<file path="src/rtl/ozixe_cfg_pkg.sv">
// Shared constants, state encoding and FF mode byte layout for the ozixe
// configuration stream loader.
package ozixe_cfg_pkg;

    localparam logic [7:0] SYNC       = 8'hA5;
    localparam int         WORD_W     = 32;
    localparam int         LUT_INPUTS = 16;
    localparam int         INIT_WORDS = (2 ** LUT_INPUTS) / WORD_W;
    // One extra bit so the discard path can count payload plus trailer.
    localparam int         CNT_W      = $clog2(INIT_WORDS) + 1;

    typedef enum logic [2:0] {
        IDLE,
        PAYLOAD,
        CHECK,
        RESP,
        DISCARD
    } state_t;

    localparam logic [1:0] ERR_SYNC  = 2'd1;
    localparam logic [1:0] ERR_RANGE = 2'd2;
    localparam logic [1:0] ERR_CKSUM = 2'd3;

    typedef struct packed {
        logic       gsr;
        logic       lsr_prld;
        logic [1:0] srmode;
        logic       regset_set;
        logic       clk_inv;
        logic [1:0] cemux;
    } ff_mode_t;

endpackage

</file>
<file path="src/rtl/ozixe_cfg_cksum.sv">
// Running XOR accumulator over a frame; match compares the accumulated
// value against the word currently on the stream.
module ozixe_cfg_cksum #(
    parameter int W = 32
) (
    input  logic         clk,
    input  logic         clr,
    input  logic         load,
    input  logic         upd,
    input  logic [W-1:0] din,
    input  logic [W-1:0] cmp,
    output logic         match
);

    logic [W-1:0] acc;

    always_ff @(posedge clk) begin
        if (clr)       acc <= '0;
        else if (load) acc <= din;
        else if (upd)  acc <= acc ^ din;
    end

    assign match = (acc == cmp);

endmodule

</file>
<file path="src/rtl/ozixe_cfg_loader.sv">
// Decodes per-cell configuration frames (header, 2048 INIT words, XOR trailer)
// and drives LUT INIT / FF mode write ports plus commit/err pulses.
module ozixe_cfg_loader
    import ozixe_cfg_pkg::*;
#(
    parameter  int N_CELLS = 256,
    localparam int CI_W    = $clog2(N_CELLS)
) (
    input  logic               CLK,
    input  logic               LSR,
    input  logic [31:0]        s_data,
    input  logic               s_valid,
    output logic               s_ready,
    output logic               cfg_we,
    output logic [CI_W+10:0]   cfg_addr,
    output logic [31:0]        cfg_wdata,
    output logic               ff_we,
    output logic [CI_W-1:0]    ff_addr,
    output logic [7:0]         ff_data,
    output logic               commit,
    output logic [CI_W-1:0]    commit_idx,
    output logic               err,
    output logic [1:0]         err_code,
    output logic               busy
);

    state_t           state, state_nx;
    logic [CNT_W-1:0] cnt;
    logic [CI_W-1:0]  idx;
    logic [CI_W-1:0]  hdr_idx;
    ff_mode_t         hdr_mode;
    logic             take, sync_ok, in_range;
    logic             cks_load, cks_upd, cks_match;

    assign take     = s_valid & s_ready;
    assign sync_ok  = (s_data[31:24] == SYNC);
    assign in_range = ({1'b0, s_data[23:16]} < 9'(N_CELLS));
    assign hdr_idx  = s_data[16 +: CI_W];
    assign hdr_mode = s_data[15:8];
    assign cks_load = (state == IDLE) && take && sync_ok && in_range;
    assign cks_upd  = (state == PAYLOAD) && take;
    assign busy     = (state != IDLE);

    ozixe_cfg_cksum #(.W(WORD_W)) u_cksum (
        .clk   (CLK),
        .clr   (LSR),
        .load  (cks_load),
        .upd   (cks_upd),
        .din   (s_data),
        .cmp   (s_data),
        .match (cks_match)
    );

    always_ff @(posedge CLK) begin
        if (LSR) state <= IDLE;
        else     state <= state_nx;
    end

    always_comb begin
        state_nx = state;
        case (state)
            IDLE:    if (take && sync_ok) state_nx = in_range ? PAYLOAD : DISCARD;
            PAYLOAD: if (take && cnt == CNT_W'(INIT_WORDS - 1)) state_nx = CHECK;
            CHECK:   if (take) state_nx = RESP;
            RESP:    state_nx = IDLE;
            DISCARD: if (take && cnt == CNT_W'(INIT_WORDS)) state_nx = IDLE;
            default: state_nx = IDLE;
        endcase
    end

    always_ff @(posedge CLK) begin
        if (LSR) begin
            s_ready    <= 1'b0;
            cfg_we     <= 1'b0;
            cfg_addr   <= '0;
            cfg_wdata  <= '0;
            ff_we      <= 1'b0;
            ff_addr    <= '0;
            ff_data    <= '0;
            commit     <= 1'b0;
            commit_idx <= '0;
            err        <= 1'b0;
            err_code   <= '0;
            cnt        <= '0;
            idx        <= '0;
        end else begin
            // Ready is registered from the next state so it drops exactly in RESP.
            s_ready <= (state_nx != RESP);
            cfg_we  <= 1'b0;
            ff_we   <= 1'b0;
            commit  <= 1'b0;
            err     <= 1'b0;
            case (state)
                IDLE: if (take) begin
                    cnt <= '0;
                    if (!sync_ok) begin
                        err      <= 1'b1;
                        err_code <= ERR_SYNC;
                    end else if (!in_range) begin
                        err      <= 1'b1;
                        err_code <= ERR_RANGE;
                    end else begin
                        idx     <= hdr_idx;
                        ff_we   <= 1'b1;
                        ff_addr <= hdr_idx;
                        ff_data <= hdr_mode;
                    end
                end
                PAYLOAD: if (take) begin
                    cfg_we    <= 1'b1;
                    cfg_addr  <= {idx, cnt[CNT_W-2:0]};
                    cfg_wdata <= s_data;
                    cnt       <= cnt + 1'b1;
                end
                CHECK: if (take) begin
                    if (cks_match) begin
                        commit     <= 1'b1;
                        commit_idx <= idx;
                    end else begin
                        err      <= 1'b1;
                        err_code <= ERR_CKSUM;
                    end
                end
                DISCARD: if (take) cnt <= cnt + 1'b1;
                default: ;
            endcase
        end
    end

endmodule
</file>
<file path="config.mk">
export PLATFORM = sky130hd
export DESIGN_NAME = ozixe_cfg_loader
export DESIGN_NICKNAME = d
export VERILOG_FILES = /design/src/rtl/ozixe_cfg_pkg.sv /design/src/rtl/ozixe_cfg_cksum.sv /design/src/rtl/ozixe_cfg_loader.sv
export SDC_FILE = /design/constraint.sdc
export NUM_CORES = 1
export LEC_CHECK = 0
export ABC_CLOCK_PERIOD_IN_PS = 1700
export CAP_MARGIN = 20
export CORE_MARGIN = 1.5
export CORE_UTILIZATION = 35
export DETAILED_ROUTE_END_ITERATION = 6
export GPL_TIMING_DRIVEN = 0
export PLACE_DENSITY = 0.55
export SYNTH_ARGS = -nofsm -noshare
export SYNTH_HDL_FRONTEND = slang
export SYNTH_SLANG_ARGS = --single-unit
</file>
<file path="constraint.sdc">
create_clock -name CLK -period 1.7 [get_ports CLK]
set_input_delay 0.34 -clock CLK [delete_from_list [all_inputs] [get_ports CLK]]
set_output_delay 0.34 -clock CLK [all_outputs]
set_load 0.005 [all_outputs]
</file>
==> key figures <==
Status
  – Run status: finished with violations
  – Failing checks: negative setup slack

Pwr
  – Comb pwr share: 4.8%
  – Clock share of power: 51.1%
  – Sw Pwr: 1510 uW
  – Pint: 5370 uW
  – Leakage power total: 0.00296 uW
  – Switching part of the total: 21.9%
  – Power per Cell Area: 858 nW/um2
  – Sequential power share: 44.1%
  – Maximum VDD drop: 0.000672 V

STA
  – Clock Skew: 0.00563 ns
  – Period Utilization, post-route: 102%
  – Max-slew violations: 0
  – Setup TNS: -0.139 ns
  – Min cycle time layout: 1.74 ns
  – Worst-Margin Slew: 0.598 ns
  – Max Fclk: 576 MHz
  – Slew margin rel.: 60.1%
  – RSZ-0062 raised after global routing: true
  – Final Hold Vio Count: 0
  – Final hold slack: 0.278 ns
  – # setup viols final: 8
  – Final setup margin: -0.0375 ns

Routing
  – DRC viols: 0
  – Total Wirelength: 18200 um
  – Via density: 5.35
  – WL per Instance: 17.9 um
  – Iteration-0 DRC Markers: 401
  – ANT nets after route: 0
  – Via count: 5421
  – Drt pass-1 iters: 6

Setup path
  – Worst Setup Path Type: input pin to flop
  – Worst r2r path cells: 5
  – WP data required: 1.99 ns
  – Crit end category: flop
  – Worst reg2reg endpoint: commit_idx[4]
  – Startpoint Class: input pin
  – CP Max Fanout: 9
  – Critical Path AT: 2.03 ns
  – Flop-to-flop setup slack: -0.04 ns
  – Worst r2r src: state[1]
  – CP startpoint: s_data[1]

Clock tree
  – Clk sink count: 129
  – Clock Latency Late Sink: 0.42 ns
  – CTS Buffer Depth: 2
  – Clk root buf: clkbuf_16
  – Max H-tree Level: 4
  – Worst-path clk slew: 0.05 ns
  – CTS tree: done
  – CTS Hold Bufs: 0
  – CTS buffer count: 17

Die
  – DIE HEIGHT: 128 um
  – Starting density of the core: 35.7%
  – IO Count: 118
  – Die Area: 16300 um2
  – Die Width: 128 um
  – CORE AREA: 15200 um2
  – Rows: 45

Synthesis
  – Register bit total from synthesis: 129
  – Top cells by area, synth: dfxtp_1 (48%), nand2_1 (9.8%), a21oi_1 (8.0%), xor2_1 (5.6%), a32oi_1 (3.9%)
  – Post-Synthesis Cells: 656
  – Prevailing post-synth register cell: dfxtp_1
  – Share of the synthesized area in the top cell type: 47.6%
  – Post-synthesis sequential area ratio: 47.6%
  – Netlist cell types: 46
  – Yosys warns: 0
  – Number of flops mapped to enable cells by yosys: 0
  – Post-synth top area cell: dfxtp_1
  – Post-Syn Area: 5430 um2
  – Asr flop ratio synth: 0%
  – Syn_area_per_cell: 8.28 um2
  – Syn nets: 693

Cells and area
  – Most common cell after layout, fill and taps aside: nand2_1
  – Nets@finish: 850
  – Final non-filler cell total: 1014
  – Commonest non-fill, non-tap cells in the layout: nand2_1 (140), dfxtp_1 (110), clkdlybuf4s50_1 (89)
  – Area Overhead vs Synth: 47.6%
  – Number of fillers in the final layout: 1393
  – Multi-input logic area: 2920 um2
  – Register area: 2620 um2
  – Final Util: 52.7%
  – Share of layout cells above drive strength 1: 17.8%

Hold path
  – Start point of the worst hold path: s_data[23]
  – Hold Path End: idx[7]
  – HP Class: input pin to flop
  – Hold path depth: 3

Placed design
  – DP HPWL: 12900 um
  – Number of port buffers: 117
  – GPL Wtd Cong: 0.865
  – Placed cell count: 961

GRT
  – Total GRT Usage: 22.5%
  – Overflow left after global routing: 0
  – First-pass GRT wire length: 28000 um
  – Largest net degree at the start of global routing: 17
  – Initial antenna violation count: 0
  – Vias in the first global route: 5185

Run
  – Number of max-cap violations: 0
[worst max-delay path by stage]
stage / end / slack (ns)
detailed placement: commit_idx[2] / -0.92
CTS: commit_idx[2] / -0.08
finish: commit_idx[4] / -0.04
global route: commit_idx[4] / -0.16
global placement: commit_idx[7] / -0.84
floorplan: commit_idx[0] / 0.11
[synthesized netlist by cell type (7+ instances only)]
master	count
nor2_1	45
clkbuf_1	22
a32oi_1	24
nand2_1	142
o21ai_0	32
nor4_1	12
nor3_1	12
nand4_1	15
o31ai_1	8
nand3_1	15
buf_2	16
xor2_1	35
nor2b_1	7
dfxtp_1	129
a21oi_1	87
inv_1	7
[final cells by class]
type / count / share of cell area, %
diodes: 1 / 0.0312
plain buffers: 43 / 3.70
clock buffers: 26 / 6.48
clock inverters: 5 / 0.625
inverters: 7 / 0.328
multi-input cells: 478 / 36.4
flip-flops and latches: 129 / 32.7
well taps: 188 / 2.94
repair buffers: 137 / 16.8
[power by group through the flow]
stage / logic (uW) / registers (uW) / clock network (uW)
floorplan: 109 / 3100 / 0
global placement: 292 / 3100 / 0
detailed placement: 295 / 3100 / 0
CTS: 304 / 3040 / 3550
global route: 353 / 3030 / 3720
finish: 333 / 3030 / 3510
[critical path, cell delays in order]
cell	delay, ns
clkdlybuf4s50_1	0.47
xor2_1	0.23
nor4_2	0.29
nand4_1	0.15
buf_6	0.17
o31ai_2	0.26
a21oi_1	0.10
[per-layer routing]
metal	routed length (um)	vias to the layer above	track usage [%]	part of all wire [%]
li1	-	2630	-	-
met1	8250	2590	29.4	45
met2	8730	179	36.8	48
met3	925	22	4.61	5.1
met4	284	0	7.95	1.6
met5	0	-	0	0
[state kept, by name, summed over array words and instances, names as in the netlist, 2 cells and up]
signal       flops
state            3
cnt             12
commit_idx       8
cfg_addr        19
cfg_wdata       32
ff_data          8
u_cksum.acc     32
err_code         2
idx              8
[timing repair]
action | 4_1_cts | 5_1_grt
setup buffers | 9 | 10
endpoints found under the hold margin | 0 | 0
endpoints found under the setup margin | 128 | 118
cloned | 1 | 2
pin swaps | 18 | 21
resized for setup | 83 | 80
[per-stage QoR]
stage	setup WS [ns]	area (um2)	total power, uW
floorplan	0.110	5430	3210
global placement	-0.838	6840	3390
detailed placement	-0.924	6840	3400
CTS	-0.0831	7650	6890
global route	-0.162	8010	7100
finish	-0.0375	8010	6880
[cells by family after synthesis]
group / synth area share (%)
AND/OR/NAND/NOR: 24.3
AO/OA/AOI/OAI: 17.5
flip-flops: 47.6
buffers and inverters: 4.06
XOR/XNOR: 5.97
adder cells (fa/ha/maj): 0.461
multiplexers: 0.184
Note: power is estimated with default switching activity, not from simulation.
